$ cat config.mk
export PLATFORM = sky130hd
export DESIGN_NAME = lsu_mem_ctrl_flat
export DESIGN_NICKNAME = d
export VERILOG_FILES = /design/src/rtl/lsu_mem_ctrl_if.sv /design/src/rtl/lsu_mem_ctrl.sv /design/src/flat_wrapper.sv
export SDC_FILE = /design/constraint.sdc
export NUM_CORES = 1
export LEC_CHECK = 0
export ABC_AREA = 0
export BUFFER_PORTS_ARGS = -buffer_cell sky130_fd_sc_hd__buf_4
export CAP_MARGIN = 20
export CORE_MARGIN = 1
export CORE_UTILIZATION = 46
export CTS_BUF_LIST = sky130_fd_sc_hd__clkbuf_8
export DETAILED_ROUTE_END_ITERATION = 10
export PLACE_DENSITY = 0.78
export SKIP_LAST_GASP = 1
export SYNTH_ARGS = -nofsm -noshare
export SYNTH_HDL_FRONTEND = slang
export SYNTH_SLANG_ARGS = --single-unit
export TNS_END_PERCENT = 10
$ cat constraint.sdc
create_clock -name clk -period 2.05 [get_ports clk]
set_clock_uncertainty 0.15 [all_clocks]
set_input_delay 0.1025 -clock clk [delete_from_list [all_inputs] [get_ports clk]]
set_output_delay 0.1025 -clock clk [all_outputs]
set_load 0.01 [all_outputs]
$ cat src/rtl/lsu_mem_ctrl_if.sv
// Bus bundle between the LSQ head, the data-cache port and the CDB result slot.
// Ports:
//   req_*  : one load/store request from the LSQ head (valid/ready handshake)
//   flush  : mispredict flush
//   dmem_* : data-cache port (word address, byte masks, shifted wdata, response)
//   res_*  : one result toward the CDB slot plus RVFI memory fields
// Modports: master = the memory controller, slave = LSQ head + cache + CDB side.
interface lsu_mem_ctrl_if #(
  parameter int unsigned ROB_D = 8
);
  localparam int unsigned TAG_W = $clog2(ROB_D);

  logic              flush;
  logic              req_valid;
  logic              req_ready;
  logic              req_is_store;
  logic [2:0]        req_funct3;
  logic [31:0]       req_addr;
  logic [31:0]       req_wdata;
  logic [TAG_W-1:0]  req_rob_id;

  logic [31:0]       dmem_addr;
  logic [3:0]        dmem_rmask;
  logic [3:0]        dmem_wmask;
  logic [31:0]       dmem_wdata;
  logic [31:0]       dmem_rdata;
  logic              dmem_resp;

  logic              res_valid;
  logic              res_ready;
  logic [TAG_W-1:0]  res_rob_id;
  logic [31:0]       res_value;
  logic              res_is_store;
  logic              res_misalign;
  logic [31:0]       res_addr;
  logic [3:0]        res_rmask;
  logic [3:0]        res_wmask;
  logic [31:0]       res_rdata;
  logic [31:0]       res_wdata;

  modport master (
    input  flush, req_valid, req_is_store, req_funct3, req_addr, req_wdata, req_rob_id,
    input  dmem_rdata, dmem_resp, res_ready,
    output req_ready,
    output dmem_addr, dmem_rmask, dmem_wmask, dmem_wdata,
    output res_valid, res_rob_id, res_value, res_is_store, res_misalign,
    output res_addr, res_rmask, res_wmask, res_rdata, res_wdata
  );

  modport slave (
    output flush, req_valid, req_is_store, req_funct3, req_addr, req_wdata, req_rob_id,
    output dmem_rdata, dmem_resp, res_ready,
    input  req_ready,
    input  dmem_addr, dmem_rmask, dmem_wmask, dmem_wdata,
    input  res_valid, res_rob_id, res_value, res_is_store, res_misalign,
    input  res_addr, res_rmask, res_wmask, res_rdata, res_wdata
  );
endinterface

$ cat src/rtl/lsu_mem_ctrl.sv
// Memory-access back end of the load/store queue: takes one load or store from
// the LSQ head, drives the data-cache port, waits for the response, extends
// load data and holds one result for the CDB slot with RVFI memory fields.
// Ports:
//   clk  : clock
//   rst  : synchronous active-high reset
//   bus  : lsu_mem_ctrl_if.master (request, cache port, result)
module lsu_mem_ctrl #(
  parameter int unsigned ROB_D = 8
) (
  input  logic              clk,
  input  logic              rst,
  lsu_mem_ctrl_if.master    bus
);
  localparam int unsigned TAG_W = $clog2(ROB_D);

  typedef enum logic [1:0] {
    IDLE = 2'd0,
    MEM  = 2'd1,
    DONE = 2'd2
  } state_t;

  state_t            state, state_n;
  logic              killed, killed_n;

  // Request context kept for the cache response
  logic              r_is_store;
  logic [2:0]        r_funct3;
  logic [1:0]        r_off;
  logic [TAG_W-1:0]  r_rob_id;

  logic [1:0]        req_off_c;
  logic [3:0]        req_mask_c;
  logic              req_misalign_c;
  logic [31:0]       req_wdata_sh_c;
  logic              accept_c;
  logic              kill_c;
  logic [31:0]       load_val_c;

  // Sign/zero extension of the addressed byte/half out of the raw word
  function automatic logic [31:0] load_ext(input logic [31:0] d, input logic [2:0] f3,
                                           input logic [1:0] off);
    logic [7:0]  b;
    logic [15:0] h;
    b = d[{off, 3'b000} +: 8];
    h = d[{off[1], 4'b0000} +: 16];
    case (f3)
      3'b000:  load_ext = {{24{b[7]}}, b};
      3'b100:  load_ext = {24'd0, b};
      3'b001:  load_ext = {{16{h[15]}}, h};
      3'b101:  load_ext = {16'd0, h};
      default: load_ext = d;
    endcase
  endfunction

  // Request decode: byte lanes, alignment, lane-shifted store data
  assign req_off_c = bus.req_addr[1:0];

  always_comb begin
    req_mask_c     = 4'b1111;
    req_misalign_c = 1'b0;
    case (bus.req_funct3[1:0])
      2'b00: req_mask_c = 4'b0001 << req_off_c;
      2'b01: begin
        req_mask_c     = 4'b0011 << req_off_c;
        req_misalign_c = req_off_c[0];
      end
      default: begin
        req_mask_c     = 4'b1111;
        req_misalign_c = (req_off_c != 2'b00);
      end
    endcase
  end

  assign req_wdata_sh_c = bus.req_wdata << {req_off_c, 3'b000};

  assign bus.req_ready = (state == IDLE) & ~bus.flush & ~rst;
  assign accept_c      = bus.req_valid & bus.req_ready;
  // Flush only hits loads; committed stores always finish
  assign kill_c        = bus.flush & ~r_is_store;
  assign load_val_c    = r_is_store ? 32'd0 : load_ext(bus.dmem_rdata, r_funct3, r_off);

  // State register
  always_ff @(posedge clk) begin
    if (rst) begin
      state  <= IDLE;
      killed <= 1'b0;
    end else begin
      state  <= state_n;
      killed <= killed_n;
    end
  end

  // Next-state logic
  always_comb begin
    state_n  = state;
    killed_n = killed;
    case (state)
      IDLE: begin
        killed_n = 1'b0;
        if (accept_c) state_n = req_misalign_c ? DONE : MEM;
      end
      MEM: begin
        // The cache cannot abort: a killed load still waits for its response
        if (bus.dmem_resp) begin
          killed_n = 1'b0;
          state_n  = (killed | kill_c) ? IDLE : DONE;
        end else if (kill_c) begin
          killed_n = 1'b1;
        end
      end
      DONE: begin
        if (kill_c | bus.res_ready) state_n = IDLE;
      end
      default: state_n = IDLE;
    endcase
  end

  // Cache port, request context and result registers
  always_ff @(posedge clk) begin
    if (rst) begin
      r_is_store       <= 1'b0;
      r_funct3         <= 3'd0;
      r_off            <= 2'd0;
      r_rob_id         <= '0;
      bus.dmem_addr    <= 32'd0;
      bus.dmem_rmask   <= 4'd0;
      bus.dmem_wmask   <= 4'd0;
      bus.dmem_wdata   <= 32'd0;
      bus.res_valid    <= 1'b0;
      bus.res_rob_id   <= '0;
      bus.res_value    <= 32'd0;
      bus.res_is_store <= 1'b0;
      bus.res_misalign <= 1'b0;
      bus.res_addr     <= 32'd0;
      bus.res_rmask    <= 4'd0;
      bus.res_wmask    <= 4'd0;
      bus.res_rdata    <= 32'd0;
      bus.res_wdata    <= 32'd0;
    end else begin
      if (accept_c) begin
        r_is_store <= bus.req_is_store;
        r_funct3   <= bus.req_funct3;
        r_off      <= req_off_c;
        r_rob_id   <= bus.req_rob_id;
      end

      // Cache port is live only for aligned accesses, up to and including the response cycle
      if (accept_c && !req_misalign_c) begin
        bus.dmem_addr  <= {bus.req_addr[31:2], 2'b00};
        bus.dmem_rmask <= bus.req_is_store ? 4'd0 : req_mask_c;
        bus.dmem_wmask <= bus.req_is_store ? req_mask_c : 4'd0;
        bus.dmem_wdata <= bus.req_is_store ? req_wdata_sh_c : 32'd0;
      end else if (state == MEM && bus.dmem_resp) begin
        bus.dmem_addr  <= 32'd0;
        bus.dmem_rmask <= 4'd0;
        bus.dmem_wmask <= 4'd0;
        bus.dmem_wdata <= 32'd0;
      end

      // Result: loaded on entry to DONE, cleared on leaving it
      if (accept_c && req_misalign_c) begin
        bus.res_valid    <= 1'b1;
        bus.res_rob_id   <= bus.req_rob_id;
        bus.res_value    <= 32'd0;
        bus.res_is_store <= bus.req_is_store;
        bus.res_misalign <= 1'b1;
        bus.res_addr     <= {bus.req_addr[31:2], 2'b00};
        bus.res_rmask    <= 4'd0;
        bus.res_wmask    <= 4'd0;
        bus.res_rdata    <= 32'd0;
        bus.res_wdata    <= 32'd0;
      end else if (state == MEM && state_n == DONE) begin
        bus.res_valid    <= 1'b1;
        bus.res_rob_id   <= r_rob_id;
        bus.res_value    <= load_val_c;
        bus.res_is_store <= r_is_store;
        bus.res_misalign <= 1'b0;
        bus.res_addr     <= bus.dmem_addr;
        bus.res_rmask    <= bus.dmem_rmask;
        bus.res_wmask    <= bus.dmem_wmask;
        bus.res_rdata    <= bus.dmem_rdata;
        bus.res_wdata    <= bus.dmem_wdata;
      end else if (state == DONE && state_n == IDLE) begin
        bus.res_valid    <= 1'b0;
        bus.res_rob_id   <= '0;
        bus.res_value    <= 32'd0;
        bus.res_is_store <= 1'b0;
        bus.res_misalign <= 1'b0;
        bus.res_addr     <= 32'd0;
        bus.res_rmask    <= 4'd0;
        bus.res_wmask    <= 4'd0;
        bus.res_rdata    <= 32'd0;
        bus.res_wdata    <= 32'd0;
      end
    end
  end
endmodule

$ cat src/flat_wrapper.sv
// flat-port wrapper written by rule: the top's interface ports become plain ports
module lsu_mem_ctrl_flat 
#(
  parameter int unsigned ROB_D = 8
)
  (clk, rst, bus_flush, bus_req_valid, bus_req_is_store, bus_req_funct3, bus_req_addr, bus_req_wdata, bus_req_rob_id, bus_dmem_rdata, bus_dmem_resp, bus_res_ready, bus_req_ready, bus_dmem_addr, bus_dmem_rmask, bus_dmem_wmask, bus_dmem_wdata, bus_res_valid, bus_res_rob_id, bus_res_value, bus_res_is_store, bus_res_misalign, bus_res_addr, bus_res_rmask, bus_res_wmask, bus_res_rdata, bus_res_wdata);
  lsu_mem_ctrl_if #(.ROB_D(ROB_D)) bus_i ();
  input  logic clk;
  input  logic rst;
  input wire logic [$bits(bus_i.flush)-1:0] bus_flush;
  input wire logic [$bits(bus_i.req_valid)-1:0] bus_req_valid;
  input wire logic [$bits(bus_i.req_is_store)-1:0] bus_req_is_store;
  input wire logic [$bits(bus_i.req_funct3)-1:0] bus_req_funct3;
  input wire logic [$bits(bus_i.req_addr)-1:0] bus_req_addr;
  input wire logic [$bits(bus_i.req_wdata)-1:0] bus_req_wdata;
  input wire logic [$bits(bus_i.req_rob_id)-1:0] bus_req_rob_id;
  input wire logic [$bits(bus_i.dmem_rdata)-1:0] bus_dmem_rdata;
  input wire logic [$bits(bus_i.dmem_resp)-1:0] bus_dmem_resp;
  input wire logic [$bits(bus_i.res_ready)-1:0] bus_res_ready;
  output wire logic [$bits(bus_i.req_ready)-1:0] bus_req_ready;
  output wire logic [$bits(bus_i.dmem_addr)-1:0] bus_dmem_addr;
  output wire logic [$bits(bus_i.dmem_rmask)-1:0] bus_dmem_rmask;
  output wire logic [$bits(bus_i.dmem_wmask)-1:0] bus_dmem_wmask;
  output wire logic [$bits(bus_i.dmem_wdata)-1:0] bus_dmem_wdata;
  output wire logic [$bits(bus_i.res_valid)-1:0] bus_res_valid;
  output wire logic [$bits(bus_i.res_rob_id)-1:0] bus_res_rob_id;
  output wire logic [$bits(bus_i.res_value)-1:0] bus_res_value;
  output wire logic [$bits(bus_i.res_is_store)-1:0] bus_res_is_store;
  output wire logic [$bits(bus_i.res_misalign)-1:0] bus_res_misalign;
  output wire logic [$bits(bus_i.res_addr)-1:0] bus_res_addr;
  output wire logic [$bits(bus_i.res_rmask)-1:0] bus_res_rmask;
  output wire logic [$bits(bus_i.res_wmask)-1:0] bus_res_wmask;
  output wire logic [$bits(bus_i.res_rdata)-1:0] bus_res_rdata;
  output wire logic [$bits(bus_i.res_wdata)-1:0] bus_res_wdata;
  assign bus_i.flush = bus_flush;
  assign bus_i.req_valid = bus_req_valid;
  assign bus_i.req_is_store = bus_req_is_store;
  assign bus_i.req_funct3 = bus_req_funct3;
  assign bus_i.req_addr = bus_req_addr;
  assign bus_i.req_wdata = bus_req_wdata;
  assign bus_i.req_rob_id = bus_req_rob_id;
  assign bus_i.dmem_rdata = bus_dmem_rdata;
  assign bus_i.dmem_resp = bus_dmem_resp;
  assign bus_i.res_ready = bus_res_ready;
  assign bus_req_ready = bus_i.req_ready;
  assign bus_dmem_addr = bus_i.dmem_addr;
  assign bus_dmem_rmask = bus_i.dmem_rmask;
  assign bus_dmem_wmask = bus_i.dmem_wmask;
  assign bus_dmem_wdata = bus_i.dmem_wdata;
  assign bus_res_valid = bus_i.res_valid;
  assign bus_res_rob_id = bus_i.res_rob_id;
  assign bus_res_value = bus_i.res_value;
  assign bus_res_is_store = bus_i.res_is_store;
  assign bus_res_misalign = bus_i.res_misalign;
  assign bus_res_addr = bus_i.res_addr;
  assign bus_res_rmask = bus_i.res_rmask;
  assign bus_res_wmask = bus_i.res_wmask;
  assign bus_res_rdata = bus_i.res_rdata;
  assign bus_res_wdata = bus_i.res_wdata;
  lsu_mem_ctrl #(.ROB_D(ROB_D)) u_core (.clk(clk), .rst(rst), .bus(bus_i));
endmodule
# After elaboration in Yosys (flattened, before gate mapping)
# Index checks and enable logic that the tools add are counted.
word_totals:
  out_inout_bits: 215
  regBits: 224
classes:
  n_reduce_logical: 17
  shifts: 5
  bitwise: 9
  n_eq_ne: 8
  mux: 42
op_table:
  columns: ["cell", "n"]
  rows:
  - ["$mux W32", 12]
  - ["$pmux W32 S4", 1]
  - ["$mux W4", 8]
  - ["$shiftx A32 B6 Y16", 1]
  - ["$shiftx A32 B6 Y8", 1]
  - ["$shl A32 B5 Y32", 1]
  - ["$mux W2", 5]
  - ["$mux W1", 9]
  - ["$mux W3", 3]
  - ["$pmux W4 S2", 1]
  - ["$reduce_bool A2 Y1", 4]
  - ["$eq A3 B3 Y1 const B", 2]
  - ["$logic_not A2 Y1", 3]
  - ["$pmux W2 S3", 1]
  - ["$logic_and A1 B1 Y1", 5]
  - ["$and A1 B1 Y1", 4]
  - ["$eq A2 B1 Y1 const B", 2]
  - ["$eq A2 B2 Y1 const B", 2]
  - ["$pmux W1 S2", 2]
  - ["$shl A1 B2 Y4 const A", 1]
  - ["$shl A2 B2 Y4 const A", 1]
  - ["$eq A3 B1 Y1 const B", 1]
  - ["$logic_not A3 Y1", 1]
  - ["$ne A3 B2 Y1 const B", 1]
  - ["6 further kinds", 9]

# Logic depth before layout (Yosys ltp)
# Gate-level depths: netlist (run 1).
depth:
  ltp_word: 11
  ltp_mapped: 9
  ltp_nobuf: 5

# Worst setup path before layout (run 1)
# OpenSTA, ideal clock, no wires.
synth_path:
  path_type: "flip-flop to flip-flop"
  from: "register u_core.state[0]"
  to: "register u_core.bus.res_value[21]"
  setup_slack_ns: -0.032
  period_less_slack_ns: 2.082
  setup_ns: 0.127
  path_stages_with_launch: 10
  t_arrival_ns: 1.804
  path_cell_list: "dfxtp_1 > buf_2 > nor4_4 > and4bb_1 > buf_4 > or2_1 > buf_4 > nor3_4 > buf_6 > o2bb2ai_1"
synth_between:
  elab_chain_len: 9
synth_lines:
  columns: ["element", "line", "text"]
  rows:
  - ["start: declaration", "lsu_mem_ctrl.sv:23", "state_t state, state_n;"]
  - ["start signal: assignment", "lsu_mem_ctrl.sv:89", "state <= state_n;"]
  - ["$logic_not A2 Y1 (*)", "lsu_mem_ctrl.sv:77", "assign bus.req_ready = (state == IDLE) & ~bus.flush & ~rst;"]
  - ["$and A1 B1 Y1 (*) (2 in series)", "lsu_mem_ctrl.sv:77", null]
  - ["named net bus_req_ready", "flat_wrapper.sv:20", "output wire logic [$bits(bus_i.req_ready)-1:0] bus_req_ready;"]
  - ["$and A1 B1 Y1 (*)", "lsu_mem_ctrl.sv:78", "assign accept_c = bus.req_valid & bus.req_ready;"]
  - ["$mux W2", "lsu_mem_ctrl.sv:101", "if (accept_c) state_n = req_misalign_c ? DONE : MEM;"]
  - ["$pmux W2 S3", "lsu_mem_ctrl.sv:98", "case (state)"]
  - ["$eq A2 B2 Y1 or $logic_not A2 Y1 (tied branches)", "lsu_mem_ctrl.sv:173, lsu_mem_ctrl.sv:184", null]
  - ["$logic_and A1 B1 Y1, on equally long branches", "lsu_mem_ctrl.sv:173, lsu_mem_ctrl.sv:184", null]
  - ["$mux W32 or $reduce_bool A2 Y1 (tied branches)", null, null]
  - ["end signal: assignment", "lsu_mem_ctrl.sv:176", "bus.res_value <= load_val_c;"]
  - ["end: declaration", "lsu_mem_ctrl_if.sv:46", "output res_valid, res_rob_id, res_value, res_is_store, res_misalign,"]
# Mark *: on every way through the listed nets, which the timed path passes. The rest lies on a longest branch.
# A chain may end at the register's enable or synchronous reset.

# Final worst setup path (run 1)
layout_path:
  from: "register u_core.r_off[0]"
  to: "register u_core.bus.res_value[18]"
layout_between:
  elab_chain_len: 4
layout_lines:
  columns: ["element", "line", "text"]
  rows:
  - ["start: declaration", "lsu_mem_ctrl.sv:29", "logic [1:0] r_off;"]
  - ["start signal: assignment", "lsu_mem_ctrl.sv:144", "r_off <= req_off_c;"]
  - ["$shiftx A32 B6 Y8", "lsu_mem_ctrl.sv:45", "b = d[{off, 3'b000} +: 8];"]
  - ["$pmux W32 S4", "lsu_mem_ctrl.sv:47", "case (f3)"]
  - ["$mux W32", "lsu_mem_ctrl.sv:81", "assign load_val_c = r_is_store ? 32'd0 : load_ext(bus.dmem_rdata, r_funct3, r_off);"]
  - ["$mux W32", "lsu_mem_ctrl.sv:173", "end else if (state == MEM && state_n == DONE) begin"]
# Every way passes these cells.

==> metrics, run 1 <==
Core Rows=49; run status=complete, no violations; Vias=9637; Area contributors post-synth=dfxtp_1 51%, a22oi_1 11%, a21oi_1 6.5%; Yosys reg bits=222; initial antenna violation count=0; largest net degree at the start of global routing=59; ys async rst share=0%; synthesized cell area=8720 um^2; FF/Latch Area=4440 um^2; crit-path max FO=16; Reg clk slew, reported paths=60 ps; Netlist cell types=43; slowest stage cell, crit path=a21o_1; Detailed Place HPWL=20700 um; Core Area=18300 um^2; Layout Cells excl Fill=1675; Initial DRC Count=820; Setup crit end kind=flip-flop; clk sinks=222; Leakage Power=5.60 nW; IO Count=324; area occupied by multi-input gates=3860 um^2; Max Clk Rate=504 MHz; routed len/inst=19.3 um; final setup TNS=0 ps; DIE AREA=19500 um^2; Min Clock Period, post-route=1990 ps; Post-Syn Instances=995; CTS tree=yes; Core Util, Final=72.9%; final wirelength=32300 um; Hold WC Path Type=input port to flip-flop; Max-slew headroom=39.6%; # setup viols final=0; critical-path cell list=mux2_2 -> a22oi_1 -> a21o_1 -> o2bb2ai_1; ANT nets after route=0; clock buffer depth=3; Yosys top cell by area=dfxtp_1; EDFF count, synth=0; total grt overflow=0; period utilization=96.8%; vias in the first global route=9324; max-cap violations=0; GRT Total Usage=31.6%; design area=13300 um^2; clock latency on the worst-skew pair=530 ps; worst-margin pin slew=899 ps; placed cells=1502; WHS=20.8 ps; CTS root buf=clkbuf_8; synth warn=0; crit path DAT=2210 ps; RSZ-0062 raised after global routing=yes; # port buffers=319; Die Y=140 um; number of vias per cell=5.75; CTS buffer count=38; GP Congestion=0.888; total power=9.33 mW; first-pass GRT wire length=49500 um; # fillers=1392; critical path class=flip-flop to flip-flop; # diodes=0; DRT Pass-1 Iters=5; fin worst setup slack=64.9 ps; maximum VDD drop=0.511 mV; Setup WS pre-CTS=74.1 ps; DIE WIDTH=140 um; share of layout cells above drive strength 1=30.2%; placed cell areas=11500 um^2; top-area cell type share of the netlist area=51.0%; Layout area overhead=52.7%; pwr dens=701 nW/um^2; Slew Limit Fails=0; Post-route DRC=0; CP max stage delay=520 ps; Avg Inst Size Synth=8.76 um^2; initial core utilization=47.7%; post-synthesis sequential area ratio=51.0%; CP required=2280 ps; endpoints failing hold=0; Final Net Count=1532; top_reg_cell synth=dfxtp_1; Worst setup SP type=flip-flop; H-Tree Depth=2
## power by group
group	internal, mW	leakage [nW]	switching [mW]
Sequential	4.37	1.79	0.0453
Combinational	0.513	3.38	0.540
Clock	2.12	0.424	1.74
Total	7.00	5.60	2.33
## cell usage in the layout (no fill, tap or decap), types with 14 or more instances in the layout
master	Yosys	final
a21oi_1	114	114
a22oi_1	128	127
buf_4	6	361
clkbuf_8	0	49
dfxtp_1	222	222
dlygate4sd3_1	0	105
inv_1	11	23
mux2i_1	16	16
nand2_1	118	118
nand3_1	35	35
nor2_1	114	112
nor2b_1	15	14
o21ai_0	28	28
o2bb2ai_1	31	31
## metal layers
metal,share of wire (%),vias to the layer above,track usage (%)
li1,-,4435,-
met1,39,4562,38.2
met2,49,540,53.3
met3,8.3,100,6.19
met4,4.1,0,16.4
met5,0,-,0
## sequential cells by signal, indices dropped and copies added, names as in the netlist, 2 cells and up
signal,cells
u_core.bus.res_value,32
u_core.bus.res_wmask,4
u_core.bus.res_rob_id,3
u_core.bus.dmem_addr,30
u_core.r_rob_id,3
u_core.bus.res_rmask,4
u_core.bus.dmem_wdata,32
u_core.bus.res_addr,30
u_core.state,2
u_core.bus.res_rdata,32
u_core.r_funct3,3
u_core.bus.dmem_rmask,4
u_core.bus.res_wdata,32
u_core.bus.dmem_wmask,4
u_core.r_off,2
## final cells by class
class / instances / area share, %
Clock buffer: 49 / 5.06
Clock inverter: 14 / 0.413
Inverter: 11 / 0.310
Multi-Input combinational cell: 674 / 29.0
Sequential cell: 222 / 33.4
Tap cell: 229 / 2.15
Timing Repair Buffer: 476 / 29.7
## cell families (layout without fill, tap and decap cells)
family,count (synthesis),count (layout),synth area share [%]
AOI/OAI and AO/OA,340,340,25.9
and+or+nand+nor,311,311,15.6
DFF,222,222,51.0
buffers and inverters,102,550,5.28
muxes,19,19,2.22
other,1,4,0.0430
## cell usage after synthesis (15+ instances only)
cell type    n
clkbuf_1    54
a22oi_1    128
nand2_1    118
nor2b_1     15
buf_2       26
a21oi_1    114
nand3_1     35
dfxtp_1    222
o21ai_0     28
o2bb2ai_1   31
mux2i_1     16
nor2_1     114
## critical path, delay by kind of cell, from the launching register on
| family | cells | cell delay (ps) |
|---|---|---|
| muxes | 1 | 350 |
| DFF | 1 | 390 |
| AOI/OAI and AO/OA | 3 | 950 |
## what timing repair did
item	in CTS	in global routing
hold endpoints to repair	182	0
endpoints found under the setup margin	0	85
gates resized for setup	0	3
buffers inserted	0	3
hold buffers	105	0
## worst paths after layout
kind | startpoint | end | slack, ps | cells past startpoint
setup / recovery | u_core.r_off[0] | u_core.bus.res_value[18] | 60 | 4
hold / removal | bus_flush | u_core.killed | 20 | 4
setup reg to reg | u_core.r_off[0] | u_core.bus.res_value[18] | 60 | 4
hold reg to reg | u_core.bus.res_addr[18] | u_core.bus.res_addr[18] | 300 | 2
Note: power is estimated with default switching activity, not from simulation.
==> run 2: changes to the inputs <==
Settings changed: CORE_UTILIZATION 46 to 44, CTS_BUF_LIST sky130_fd_sc_hd__clkbuf_8 to unset, PLACE_DENSITY 0.78 to 0.75.
==> run 2 against run 1 <==
  * Critical path depth grew 4
  * Register-to-register slack gained 40 ps
  * Global-route usage shrank 2.5 points
  * Largest cell class unchanged
  * Setup slack gained 19 ps
  * Final area grew 1.8%
  * Critical endpoint is now u_core.bus.dmem_wdata[28]
  * Die area grew 4.5%
==> metrics, run 2 (synthesized netlist as in run 1, its figures left out) <==
first-pass GRT wire length=47100 um (was 49500 um); Detailed Place HPWL=20600 um (was 20700 um); CTS buffer count=24 (was 38); initial antenna violation count=2 (was 0); Leakage Power=5.62 nW (was 5.60 nW); Reg clk slew, reported paths=60 ps (about the same); Min Clock Period, post-route=1970 ps (was 1990 ps); # port buffers=319 (unchanged); Initial DRC Count=723 (was 820); Post-route DRC=0 (unchanged); share of layout cells above drive strength 1=29.8% (was 30.2%); most common cell after layout, fill and taps aside=buf_4 (unchanged); GP Congestion=0.885 (was 0.888); Slew Limit Fails=0 (unchanged); max-cap violations=0 (unchanged); crit-path max FO=26 (was 16); IO Count=324 (unchanged); Max-slew headroom=49.5% (was 39.6%); period utilization=95.9% (was 96.8%); Sw Ratio=22.3% (was 25.0%); fin worst setup slack=83.9 ps (was 64.9 ps); most frequent cells in the layout=354 x buf_4, 222 x dfxtp_1, 127 x a22oi_1 (was 361 x buf_4, 222 x dfxtp_1, 127 x a22oi_1); crit path DAT=2220 ps (was 2210 ps); critical path class=input port to flip-flop (was flip-flop to flip-flop); # fillers=1491 (was 1392); Max Clk Rate=509 MHz (was 504 MHz); GRT Total Usage=29.2% (was 31.6%); RSZ-0062 raised after global routing=yes (unchanged); run status=complete, no violations (unchanged); clock latency on the worst-skew pair=520 ps (was 530 ps); DIE AREA=20400 um^2 (was 19500 um^2); # setup viols final=0 (unchanged); pwr dens=782 nW/um^2 (was 701 nW/um^2); Vias=9419 (was 9637); Net Switching=2.36 mW (was 2.33 mW); Core Util, Final=69.7% (was 72.9%); Core Rows=51 (was 49); ANT nets after route=0 (unchanged); design area=13600 um^2 (was 13300 um^2); Die Y=143 um (was 140 um); clk sinks=222 (unchanged); vias in the first global route=8939 (was 9324); CP required=2310 ps (was 2280 ps); CTS tree=yes (unchanged); CTS root buf=clkbuf_16 (was clkbuf_8); final setup TNS=0 ps (unchanged); Worst setup SP type=input port (was flip-flop); maximum VDD drop=0.631 mV (was 0.511 mV); Clock power frac=48.7% (was 41.4%); placed cell areas=11500 um^2 (about the same); Layout area overhead=55.5% (was 52.7%); DIE WIDTH=143 um (was 140 um); routed len/inst=18.5 um (was 19.3 um); sequential share of power=41.6% (was 47.3%); Setup crit end kind=flip-flop (unchanged); clock buffer depth=3 (unchanged); final wirelength=31200 um (was 32300 um); worst-margin pin slew=752 ps (was 899 ps); total grt overflow=0 (unchanged); endpoints failing hold=0 (unchanged); initial core utilization=44.8% (was 47.7%); Internal=8.24 mW (was 7.00 mW); DRT Pass-1 Iters=6 (was 5); Gate power share=9.7% (was 11.3%); Hold WC Path Type=input port to flip-flop (unchanged); number of vias per cell=5.58 (was 5.75); largest net degree at the start of global routing=44 (was 59); Setup WS pre-CTS=114 ps (was 74.1 ps); H-Tree Depth=1 (was 2); Final Net Count=1513 (was 1532); Core Area=19500 um^2 (was 18300 um^2)
run 2: final cells by class:
class	count	area, um^2	area share [%]
flip-flops and latches	222	4440	32.8
repair buffers	471	3920	28.9
inverters	11	41.3	0.304
clock buffers	30	684	5.05
multi-input cells	674	3860	28.5
clock inverters	14	273	2.01
well taps	265	332	2.44
diodes	2	5.00	0.0369
run 2: critical path, stage by stage:
cell and delay [ps]:
dlygate4sd3_1 550, buf_4 130, buf_6 250, mux2i_1 300, a21oi_1 100, dlygate4sd3_1 570, a22oi_1 160, nor2_1 50
run 2: worst paths after layout:
path	startpoint	to	slack, ps	cells after the start
setup / recovery	bus_req_addr[0]	u_core.bus.dmem_wdata[28]	80	8
hold / removal	bus_flush	u_core.killed	9	4
setup reg to reg	u_core.state[1]	u_core.bus.res_addr[11]	100	6
hold reg to reg	u_core.bus.res_addr[7]	u_core.bus.res_addr[7]	300	2
run 2: stage by stage:
step | hold WS [ps] | power [mW] | cells
6_report | 9.06 | 10.6 | 1689
5_1_grt | 57.9 | 10.9 | 1689
4_1_cts | 4.22 | 10.6 | 1685
3_5_place_dp | 214 | 5.34 | 1535
3_3_place_gp | 199 | 5.33 | 1535
2_1_floorplan | 88.5 | 4.91 | 998
run 2: what timing repair did:
| item | CTS | global route |
|---|---|---|
| setup endpoints to repair | 0 | 108 |
| hold buffers | 106 | 0 |
| setup buffers | 0 | 1 |
| hold endpoints to repair | 180 | 0 |
| gates resized for setup | 0 | 5 |
run 2: power by group through the flow:
stage	clock (mW)	combinational [mW]	sequential [mW]
floorplan	0	0.391	4.52
finish	5.16	1.03	4.41
CTS	5.22	1.01	4.41
global route	5.38	1.10	4.41
global placement	0	0.825	4.50
detailed placement	0	0.837	4.50
run 2: metal layers:
layer | wire (um) | track usage, % | vias to the layer above
met3 | 2210 | 5.13 | 94
met1 | 12300 | 35.6 | 4494
met5 | 0 | 0 | -
li1 | - | - | 4397
met4 | 1420 | 14.6 | 0
met2 | 15200 | 49.5 | 434
